File: src/rtl/pipe_reg_skid_if.sv
// -----------------------------------------------------------------------------
// pipe_reg_skid_if
// Valid/ready handshake bundle carrying one ID->EX entry (opcode, A, B).
//   master : drives valid/opcode/a/b, samples ready   (producer side)
//   slave  : samples valid/opcode/a/b, drives ready   (consumer side)
// Parameters: OPW opcode width, DW operand width.
// -----------------------------------------------------------------------------
interface pipe_reg_skid_if #(
  parameter int OPW = 4,
  parameter int DW  = 8
);
  logic           valid;
  logic           ready;
  logic [OPW-1:0] opcode;
  logic [DW-1:0]  a;
  logic [DW-1:0]  b;

  modport master (output valid, output opcode, output a, output b, input ready);
  modport slave  (input valid, input opcode, input a, input b, output ready);
endinterface

File: src/rtl/pipe_reg_skid.sv
// -----------------------------------------------------------------------------
// pipe_reg_skid
// ID->EX pipeline register with a valid/ready handshake and a 2-entry skid
// buffer. Full throughput under back-pressure, in-order and lossless; in_ready
// is a flop output with no combinational path from out_ready.
//
// Ports
//   clk        in   clock, rising edge
//   rstn       in   asynchronous active-low reset
//   flush      in   synchronous kill of all held entries (beats any accept)
//   in_if      slave  upstream entry  (valid/opcode/a/b in, ready out)
//   out_if     master entry to EX     (valid/opcode/a/b out, ready in)
//   stall_cnt  out  saturating back-pressure cycle count
//                   (only when PIPE_STALL_CNT_EN is defined)
//
// Build option: define PIPE_STALL_CNT_EN to add the CW parameter, the
// stall_cnt port and its counter.
// -----------------------------------------------------------------------------
module pipe_reg_skid #(
  parameter int OPW = 4,
  parameter int DW  = 8
`ifdef PIPE_STALL_CNT_EN
  ,
  parameter int CW  = 16
`endif
) (
  input  logic               clk,
  input  logic               rstn,
  input  logic               flush,
  pipe_reg_skid_if.slave     in_if,
  pipe_reg_skid_if.master    out_if
`ifdef PIPE_STALL_CNT_EN
  ,
  output logic [CW-1:0]      stall_cnt
`endif
);

  // Encoding is {skid_v, main_v} so the valids fall straight out of the state.
  typedef enum logic [1:0] {
    EMPTY = 2'b00,
    ONE   = 2'b01,
    TWO   = 2'b11
  } state_t;

  state_t state, state_n;

  logic           main_v, skid_v;
  logic           in_acc, out_acc;
  logic           load_main_in;   // main <= upstream entry
  logic           load_skid;      // skid <= upstream entry
  logic           move_skid;      // main <= skid

  logic [OPW-1:0] main_op, skid_op;
  logic [DW-1:0]  main_a, main_b, skid_a, skid_b;

  assign main_v  = state[0];
  assign skid_v  = state[1];
  assign in_acc  = in_if.valid & ~skid_v;
  assign out_acc = main_v & out_if.ready;

  // NOTE: state and data are updated with non-blocking assignments so every
  // flop samples pre-edge values regardless of process ordering.
  always_ff @(posedge clk or negedge rstn) begin
    if (!rstn) state <= EMPTY;
    else       state <= state_n;
  end

  // NOTE: every output of this block gets a default first; a path that leaves
  // one unassigned would infer a latch.
  always_comb begin
    state_n      = state;
    load_main_in = 1'b0;
    load_skid    = 1'b0;
    move_skid    = 1'b0;
    if (flush) begin
      state_n = EMPTY;
    end else begin
      unique case (state)
        EMPTY: begin
          if (in_acc) begin
            state_n      = ONE;
            load_main_in = 1'b1;
          end
        end
        ONE: begin
          if (in_acc && !out_acc) begin
            state_n   = TWO;
            load_skid = 1'b1;
          end else if (in_acc && out_acc) begin
            load_main_in = 1'b1;
          end else if (out_acc) begin
            state_n = EMPTY;
          end
        end
        TWO: begin
          if (out_acc) begin
            state_n   = ONE;
            move_skid = 1'b1;
          end
        end
        default: state_n = EMPTY;
      endcase
    end
  end

  // NOTE: the data registers are reset as well so out_* read 0 after reset;
  // they are few enough that the reset cost does not matter.
  always_ff @(posedge clk or negedge rstn) begin
    if (!rstn) begin
      main_op <= '0;
      main_a  <= '0;
      main_b  <= '0;
      skid_op <= '0;
      skid_a  <= '0;
      skid_b  <= '0;
    end else begin
      if (load_main_in) begin
        main_op <= in_if.opcode;
        main_a  <= in_if.a;
        main_b  <= in_if.b;
      end else if (move_skid) begin
        main_op <= skid_op;
        main_a  <= skid_a;
        main_b  <= skid_b;
      end
      if (load_skid) begin
        skid_op <= in_if.opcode;
        skid_a  <= in_if.a;
        skid_b  <= in_if.b;
      end
    end
  end

  assign out_if.valid  = main_v;
  assign out_if.opcode = main_op;
  assign out_if.a      = main_a;
  assign out_if.b      = main_b;
  assign in_if.ready   = ~skid_v;

`ifdef PIPE_STALL_CNT_EN
  // Counts cycles where EX holds off a valid entry; survives flush.
  always_ff @(posedge clk or negedge rstn) begin
    if (!rstn) begin
      stall_cnt <= '0;
    end else if (main_v && !out_if.ready && (stall_cnt != {CW{1'b1}})) begin
      stall_cnt <= stall_cnt + 1'b1;
    end
  end
`endif

endmodule
File: src/flat_wrapper.sv
// flat-port wrapper written by rule: the top's interface ports become plain ports
module pipe_reg_skid_flat 
#(
  parameter int OPW = 4,
  parameter int DW  = 8

)
  (clk, rstn, flush, in_if_valid, in_if_opcode, in_if_a, in_if_b, in_if_ready, out_if_valid, out_if_opcode, out_if_a, out_if_b, out_if_ready);
  pipe_reg_skid_if #(.OPW(OPW), .DW(DW)) in_if_i ();
  pipe_reg_skid_if #(.OPW(OPW), .DW(DW)) out_if_i ();
  input  logic clk;
  input  logic rstn;
  input  logic flush;
  input wire logic [$bits(in_if_i.valid)-1:0] in_if_valid;
  input wire logic [$bits(in_if_i.opcode)-1:0] in_if_opcode;
  input wire logic [$bits(in_if_i.a)-1:0] in_if_a;
  input wire logic [$bits(in_if_i.b)-1:0] in_if_b;
  output wire logic [$bits(in_if_i.ready)-1:0] in_if_ready;
  output wire logic [$bits(out_if_i.valid)-1:0] out_if_valid;
  output wire logic [$bits(out_if_i.opcode)-1:0] out_if_opcode;
  output wire logic [$bits(out_if_i.a)-1:0] out_if_a;
  output wire logic [$bits(out_if_i.b)-1:0] out_if_b;
  input wire logic [$bits(out_if_i.ready)-1:0] out_if_ready;
  assign in_if_i.valid = in_if_valid;
  assign in_if_i.opcode = in_if_opcode;
  assign in_if_i.a = in_if_a;
  assign in_if_i.b = in_if_b;
  assign in_if_ready = in_if_i.ready;
  assign out_if_valid = out_if_i.valid;
  assign out_if_opcode = out_if_i.opcode;
  assign out_if_a = out_if_i.a;
  assign out_if_b = out_if_i.b;
  assign out_if_i.ready = out_if_ready;
  pipe_reg_skid #(.OPW(OPW), .DW(DW)) u_core (.clk(clk), .rstn(rstn), .flush(flush), .in_if(in_if_i), .out_if(out_if_i));
endmodule
File: config.mk
export PLATFORM = sky130hd
export DESIGN_NAME = pipe_reg_skid_flat
export DESIGN_NICKNAME = d
export VERILOG_FILES = /design/src/rtl/pipe_reg_skid_if.sv /design/src/rtl/pipe_reg_skid.sv /design/src/flat_wrapper.sv
export SDC_FILE = /design/constraint.sdc
export NUM_CORES = 1
export LEC_CHECK = 0
export ABC_AREA = 1
export CAP_MARGIN = 20
export CORE_UTILIZATION = 55
export DETAILED_ROUTE_END_ITERATION = 16
export HOLD_SLACK_MARGIN = 0.1
export PLACE_DENSITY = 0.87
export SLEW_MARGIN = 20
export SYNTH_ARGS = -nofsm -noshare
export SYNTH_HDL_FRONTEND = slang
export SYNTH_SLANG_ARGS = --single-unit
File: constraint.sdc
create_clock -name clk -period 2.1 [get_ports clk]
set_input_delay 0.21 -clock clk [delete_from_list [all_inputs] [get_ports clk]]
set_output_delay 0.21 -clock clk [all_outputs]
set_load 0.02 [all_outputs]
==> results.ini <==
[floorplanning]
start_util_pct = 57.28
dieArea_mm2 = 0.004397
die_h_um = 66.31
rows = 23
io_pins = 47
coreArea_mm2 = 0.003971
die_w_um = 66.31

[routing]
drt-initial-drc-count = 184
vias = 1890
drcViolationCount = 1
via_per_inst = 5.676
drt_first_pass_iters = 12
drt_wl_total_um = 5203
ant_nets = 0
post_drt_wl_per_cell_um = 15.62

[critical_path]
critPathTopFamily = simple AND/OR/NAND/NOR gates
worst_path_largest_cell_delay_ns = 0.48
endpoint_kind = flip-flop
cp.arrival_ns = 2.01
worst_path_max_delay_cell = dfrtp_1
crit_path_start_kind = flip-flop
cp_num_buf_inv = 1
crit_chain = inv_1, ha_1, o21bai_4, nand2_4, nand3_1, nand3_2
worstPathRequired_ns = 2.33
critPathKind = reg -> reg
crit_fanout = 40

[placement]
io_buffers = 46
place_hpwl_um = 3273
gp_congestion = 0.8698

[timing]
max_freq_ghz = 0.5617
tightest_slew_ns = 0.5560
clock_skew_ns = 0.006475
slew_headroom_pct = 62.88
holdWs_ns = 0.4978
finalHoldViolations = 0
fin_crit_ns = 1.780
grt_setup_unrepaired = no
fin_tns_setup_ns = 0
final_max_slew_viol_count = 0
post-route-period-util_pct = 84.78
setup_violations = 0

[pwr]
peakVddDrop_v = 0.0006155
powerDensity_mw_per_mm2 = 1287
leakage_nw = 1.355

[run_status]
violations = design-rule violations
status = finished, violations left

[global_routing]
grt_overflow = 0
grt_pass1_wl_um = 8369
grt_pass1_vias = 1760
grt_max_degree = 43
grt_usage_pct = 26.01
antenna_found_initial = 0

[clock_tree]
htree_levels = 2
root_buffer = clkbuf_8
clkLatencyLatePin_ns = 0.30
clock-sinks = 42
cts_inserted_buffers = 5
ctsResizeCount = 0
path_clk_slew_ns = 0.08
cts_tree = yes
cts_buffer_depth = 2

[hold_path]
min_path_type = in -> async

[layout]
drive_gt1_share_pct = 23.32
n_antenna_cell = 0
fin_nets = 311
area_growth_pct = 24.48

[synthesis]
syn_nets = 268
post_synth.cell_area_avg_um2 = 9.517
synth_cells = 239
yosysSeqAreaShare_pct = 46.20
syn_area_mm2 = 0.002275
synthDistinctLibCells = 20
yosys_register_bits = 42
synth_warnings = 0

[job]
drv_cap = 0

-- cell usage in the layout (no fill, tap or decap), drive strengths merged --
| cell type | Yosys | final |
|---|---|---|
| clkbuf | 2 | 7 |
| clkdlybuf4s50 | 0 | 45 |
| ha | 4 | 4 |
| nor2 | 6 | 6 |
| a21oi | 1 | 1 |
| inv | 7 | 7 |
| nand3 | 106 | 106 |
| dlygate4sd3 | 0 | 1 |
| o21ai | 2 | 2 |
| dfrtp | 42 | 42 |
| o21bai | 1 | 1 |
| nand2 | 51 | 51 |
| or2 | 1 | 1 |
| buf | 16 | 8 |
| bufinv | 0 | 1 |
-- cells in the mapped netlist --
library cell  instances  share of area (%)
buf_4                 2               0.66
inv_2                 4               0.66
nor2_1                4               0.66
or2_2                 1               0.28
buf_6                 6                3.0
clkbuf_1              2               0.33
nand3_1              65                 14
nand2_1              48                7.9
nor2_4                1               0.50
dfrtp_1              42                 46
nand2_4               2               0.99
o21ai_1               2               0.44
ha_1                  4                2.2
nand2_2               1               0.28
nand3_2              41                 18
buf_2                 8                1.8
a21oi_1               1               0.22
inv_1                 3               0.50
nor2_2                1               0.28
o21bai_4              1               0.83
-- layout make-up --
cell class              count  area (um2)
clock buffers               7       76.32
clock inverters             1       30.03
fillers                   307        1140
inverters                   7       26.28
multi-input cells         172        1067
flip-flops and latches     42        1051
well taps                  50       62.56
repair buffers             54       518.0
-- through the flow --
stage	total power, mW	util [%]	instances	area [um2]	worst slack (ns)
after floorplan	2.409	-	239	2275	0.6050
after global placement	2.957	68.37	324	2715	0.3433
after detailed placement	3.014	68.37	324	2715	0.2950
after CTS	3.674	71.30	333	2831	0.3039
after global routing	3.873	71.30	333	2831	0.1947
final	3.644	71.30	333	2831	0.3196
-- metal layers --
metal | vias to the layer above | wire, um | global-route usage [%] | part of all wire [%]
met4 | 0 | 107 | 10.37 | 2.1
met2 | 65 | 2678 | 42.22 | 51
met3 | 11 | 244 | 6.379 | 4.7
met1 | 914 | 2173 | 33.15 | 42
met5 | - | 0 | 0 | 0
li1 | 900 | - | - | -
-- cell families (layout without fill, tap and decap cells) --
kind of cell	count (synthesis)	in the layout	share of synthesized area [%]
AND/OR/NAND/NOR	164	164	43.23
flip-flops	42	42	46.20
buffers and inverters	25	69	6.875
adder cells (fa/ha/maj)	4	4	2.200
AO/OA/AOI/OAI	4	4	1.485
-- sequential cells by signal, indices dropped and copies added (netlist names) --
register and flops:
u_core.out_if.b 8, u_core.out_if.opcode 4, u_core.skid_op 4, u_core.out_if.a 8
u_core.skid_a 8, u_core.state 2, u_core.skid_b 8
-- power breakdown --
group | total [mW] | switching, mW | leakage [nW] | internal (mW)
sequential | 1.43 | 0.250 | 0.524 | 1.18
clock | 0.625 | 0.270 | 0.0524 | 0.356
combinational | 1.59 | 0.900 | 0.778 | 0.688
-- worst paths after layout --
check                                 startpoint                  to  slack, ns  cells past startpoint
worst max register to register   u_core.state[0]  u_core.out_if.b[6]       0.32                      6
min in group clk                u_core.skid_b[7]    u_core.skid_b[7]       0.50                      2
max in group asynchronous                   rstn  u_core.out_if.b[7]       1.23                      3
worst max-delay path             u_core.state[0]  u_core.out_if.b[6]       0.32                      6
worst min-delay path                        rstn   u_core.skid_op[2]       0.50                      3
worst min register to register  u_core.skid_b[7]    u_core.skid_b[7]       0.50                      2
-- worst reg2reg max path: cells and delay by family, from the launching register on --
| family | cells | cell delay [ns] |
|---|---|---|
| AND/OR/NAND/NOR | 3 | 0.73 |
| adder cells (fa/ha/maj) | 1 | 0.22 |
| AO/OA/AOI/OAI | 1 | 0.18 |
| flip-flops | 1 | 0.48 |
| buffers and inverters | 1 | 0.10 |
-- timing repair --
item                                   in CTS  in global routing
hold buffers                                1                  0
endpoints found under the hold margin      42                  0
buffers inserted                            0                  0
Note: power is estimated with default switching activity, not from simulation.
==> RTL edit: new RTL, same flow settings <==
`OPW` is set to 4 in 3 places; all go to 2.
--- a/src/rtl/pipe_reg_skid_if.sv
+++ b/src/rtl/pipe_reg_skid_if.sv
@@ -6,7 +6,7 @@
 // Parameters: OPW opcode width, DW operand width.
 // -----------------------------------------------------------------------------
 interface pipe_reg_skid_if #(
-  parameter int OPW = 4,
+  parameter int OPW = 2,
   parameter int DW  = 8
 );
   logic           valid;
--- a/src/rtl/pipe_reg_skid.sv
+++ b/src/rtl/pipe_reg_skid.sv
@@ -17,7 +17,7 @@
 // stall_cnt port and its counter.
 // -----------------------------------------------------------------------------
 module pipe_reg_skid #(
-  parameter int OPW = 4,
+  parameter int OPW = 2,
   parameter int DW  = 8
 `ifdef PIPE_STALL_CNT_EN
   ,
--- a/src/flat_wrapper.sv
+++ b/src/flat_wrapper.sv
@@ -1,7 +1,7 @@
 // flat-port wrapper written by rule: the top's interface ports become plain ports
 module pipe_reg_skid_flat 
 #(
-  parameter int OPW = 4,
+  parameter int OPW = 2,
   parameter int DW  = 8
 
 )
Interface: changed (resized in_if_opcode and out_if_opcode); port bits go from 47 to 43. The function was not compared with the original's and may differ.
==> RTL edit against the original RTL <==
  * Setup slack improved by 0.040 ns
  * Area after synthesis fell by 7.8%
  * Clock skew rose by 0.0017 ns
  * Global-route usage fell by 0.65 points
  * Final area fell by 7.7%
  * Sequential cell count fell by 4
  * Non-clock buffer count fell by 7
  * Wire length fell by 11%
  * Power fell by 9.3%
  * Via count fell by 6.5%
  * Largest power group unchanged
  * Highest routed layer unchanged
==> RTL edit: results (changes against the original RTL) <==
- Main area contributors after synthesis: dfrtp_1 (45%), nand3_2 (18%), nand3_1 (14%)
* Post-route insts no fill: 306 (-8.1%)
* Gr usage total: 25.37% (-0.65 points)
* Post-synth net total: 241 (-10%)
* Multiplexer share of the synthesized area: 0% (unchanged)
- The H-tree depth reported by CTS is 2 (unchanged).
- Total number of vias: 1767 (-6.5%)
* Filler cell count: 269 (-12%)
* Via count of the first global-routing pass: 1760 (unchanged)
* Final setup violation count: 0 (unchanged)
- Placed cells: 297 (-8.3%)
- The number of inserted diodes was 0 (unchanged).
- The maximum number of pins on one net before global-route repair came to 39 (-9.3%).
* Fraction of the mapped netlist area in compound gates: 1.610% (+0.12 points)
- The largest individual stage delay along the critical path comes from the cell dfrtp_1.
- The slew at the pin with the worst max-slew slack was 0.8238 ns (+0.2677 ns).
- The ratio of cells with drive above 1 in the final layout is 24.81% (+1.5 points).
- The signal arrival time at the worst endpoint came to 1.92 ns (-0.09 ns).
* Worst path max stage delay: 0.43 ns (-0.05 ns)
- Post-route clock skew: 0.008135 ns (+0.001660 ns)
- The count of synthesis-stage warnings from yosys was 0 (unchanged).
* Share of flip-flops with an asynchronous set or reset after synthesis: 100.0% (unchanged)
- The post-synthesis cell type count is 23 (+15%).
- The quantity of I/O buffers inserted on ports was 42 (-8.7%).
- The number of nets in the final layout was 284 (-8.7%).
* CTS max path bufs: 2 (unchanged)
- RD Place Congestion: 0.8298 (-4.6%)
- Violation count after the first detailed-routing iteration: 124 (-33%)
- The cell sitting at the root of the clock tree is a clkbuf_8.
- Antenna violations before repair: 0 (unchanged)
- The average wire per cell in the routed design was 15.18 um (-2.8%).
* Top post-synthesis cells by count: nand3_1 (57), nand2_1 (42), dfrtp_1 (38), nand3_2 (38), buf_2 (6)
- The total of cells resized after clock tree synthesis is 0 (unchanged).
* Status: finished, final reports clean
- The number of instances in the synthesized netlist was 214 (-10%).
- The half-perimeter wire length of the detailed placement result was 3.005 mm (-8.2%).
- The leakage component of the power came to 1.261 nW (-6.9%).
* Fraction of the mapped netlist area in adder cells: 2.385% (+0.18 points)
- The XOR/XNOR share of the synthesized area is 0% (unchanged).
- Clock-pin slew was measured on the worst setup and hold paths at 0.07 ns.
- Total CTS buffers: 5 (unchanged)
* Largest fanout on the critical path: 36 (-10%)
- At the later pin of the worst-skew pair, clock insertion delay measures 0.29 ns.
- The largest voltage drop on the vdd net is 658.8 uV (+7.0%).
- Wire length of the first global-routing pass: 7.962 mm (-4.9%)
- Detailed-router iteration count before antenna repair: 5 (-7)
- The path class of the tightest hold or removal check is reg2reg.
- The share of the yosys chip area belonging to registers was 45.32% (-0.89 points).
## RTL edit: path summary, 6_finish.rpt
check                                endpoint              from  slack (ns)  cells past startpoint
hold / removal               u_core.skid_a[3]  u_core.skid_a[3]        0.48                      2
min in group asynchronous  u_core.out_if.b[1]              rstn        0.55                      2
setup reg to reg           u_core.out_if.a[2]   u_core.state[1]        0.36                      7
max in group asynchronous     u_core.state[1]              rstn        1.03                      2
setup / recovery           u_core.out_if.a[2]   u_core.state[1]        0.36                      7
hold reg to reg              u_core.skid_a[3]  u_core.skid_a[3]        0.48                      2
## RTL edit: cells by family (layout without fill, tap and decap cells)
logic type | after synthesis | count (layout)
flops | 38 | 38
buf+inv | 18 | 62
fa+ha+maj | 4 | 4
compound gates | 4 | 4
simple gates | 150 | 150
## RTL edit: worst max-delay path, delay by kind of cell (launching register included)
family          cells  cell delay, ns
fa+ha+maj           1            0.21
compound gates      1            0.17
flops               1            0.43
buf+inv             2            0.22
simple gates        3            0.58
## RTL edit: where the power goes
group	leakage, nW	internal [mW]	switching, mW
Combinational	0.738	0.647	0.830
Clock	0.0482	0.265	0.257
Sequential	0.474	1.07	0.237
## RTL edit: per-layer routing
metal,track usage (%),vias to the layer above,part of all wire (%)
li1,-,812,-
met1,31.26,856,44
met2,41.62,89,47
met3,7.500,10,8.1
met4,9.943,0,1.4
met5,0,-,0
## RTL edit: final cells by class
type                            instances  share of cell area (%)
Clock buffer                            7                   3.303
Clock inverter                          1                  0.1915
Inverter                                7                   1.245
Multi-Input combinational cell        158                   39.16
Sequential cell                        38                   36.38
Tap cell                               48                   2.298
Timing Repair Buffer                   47                   17.42
## RTL edit: what timing repair did
action / CTS / global route
hold buffers: 1 / 0
endpoints found under the hold margin: 38 / 0
setup endpoints to repair: 0 / 0
setup buffers: 0 / 0
## RTL edit: stage by stage
step                      instance area (um^2)  setup slack (ns)  utilization [%]
final                                     2614            0.3599            71.39
after global routing                      2614            0.2385            71.39
after CTS                                 2614            0.3622            71.39
after detailed placement                  2512            0.3163            68.63
after global placement                    2512            0.3717            68.63
after floorplan                           2098            0.4712                -
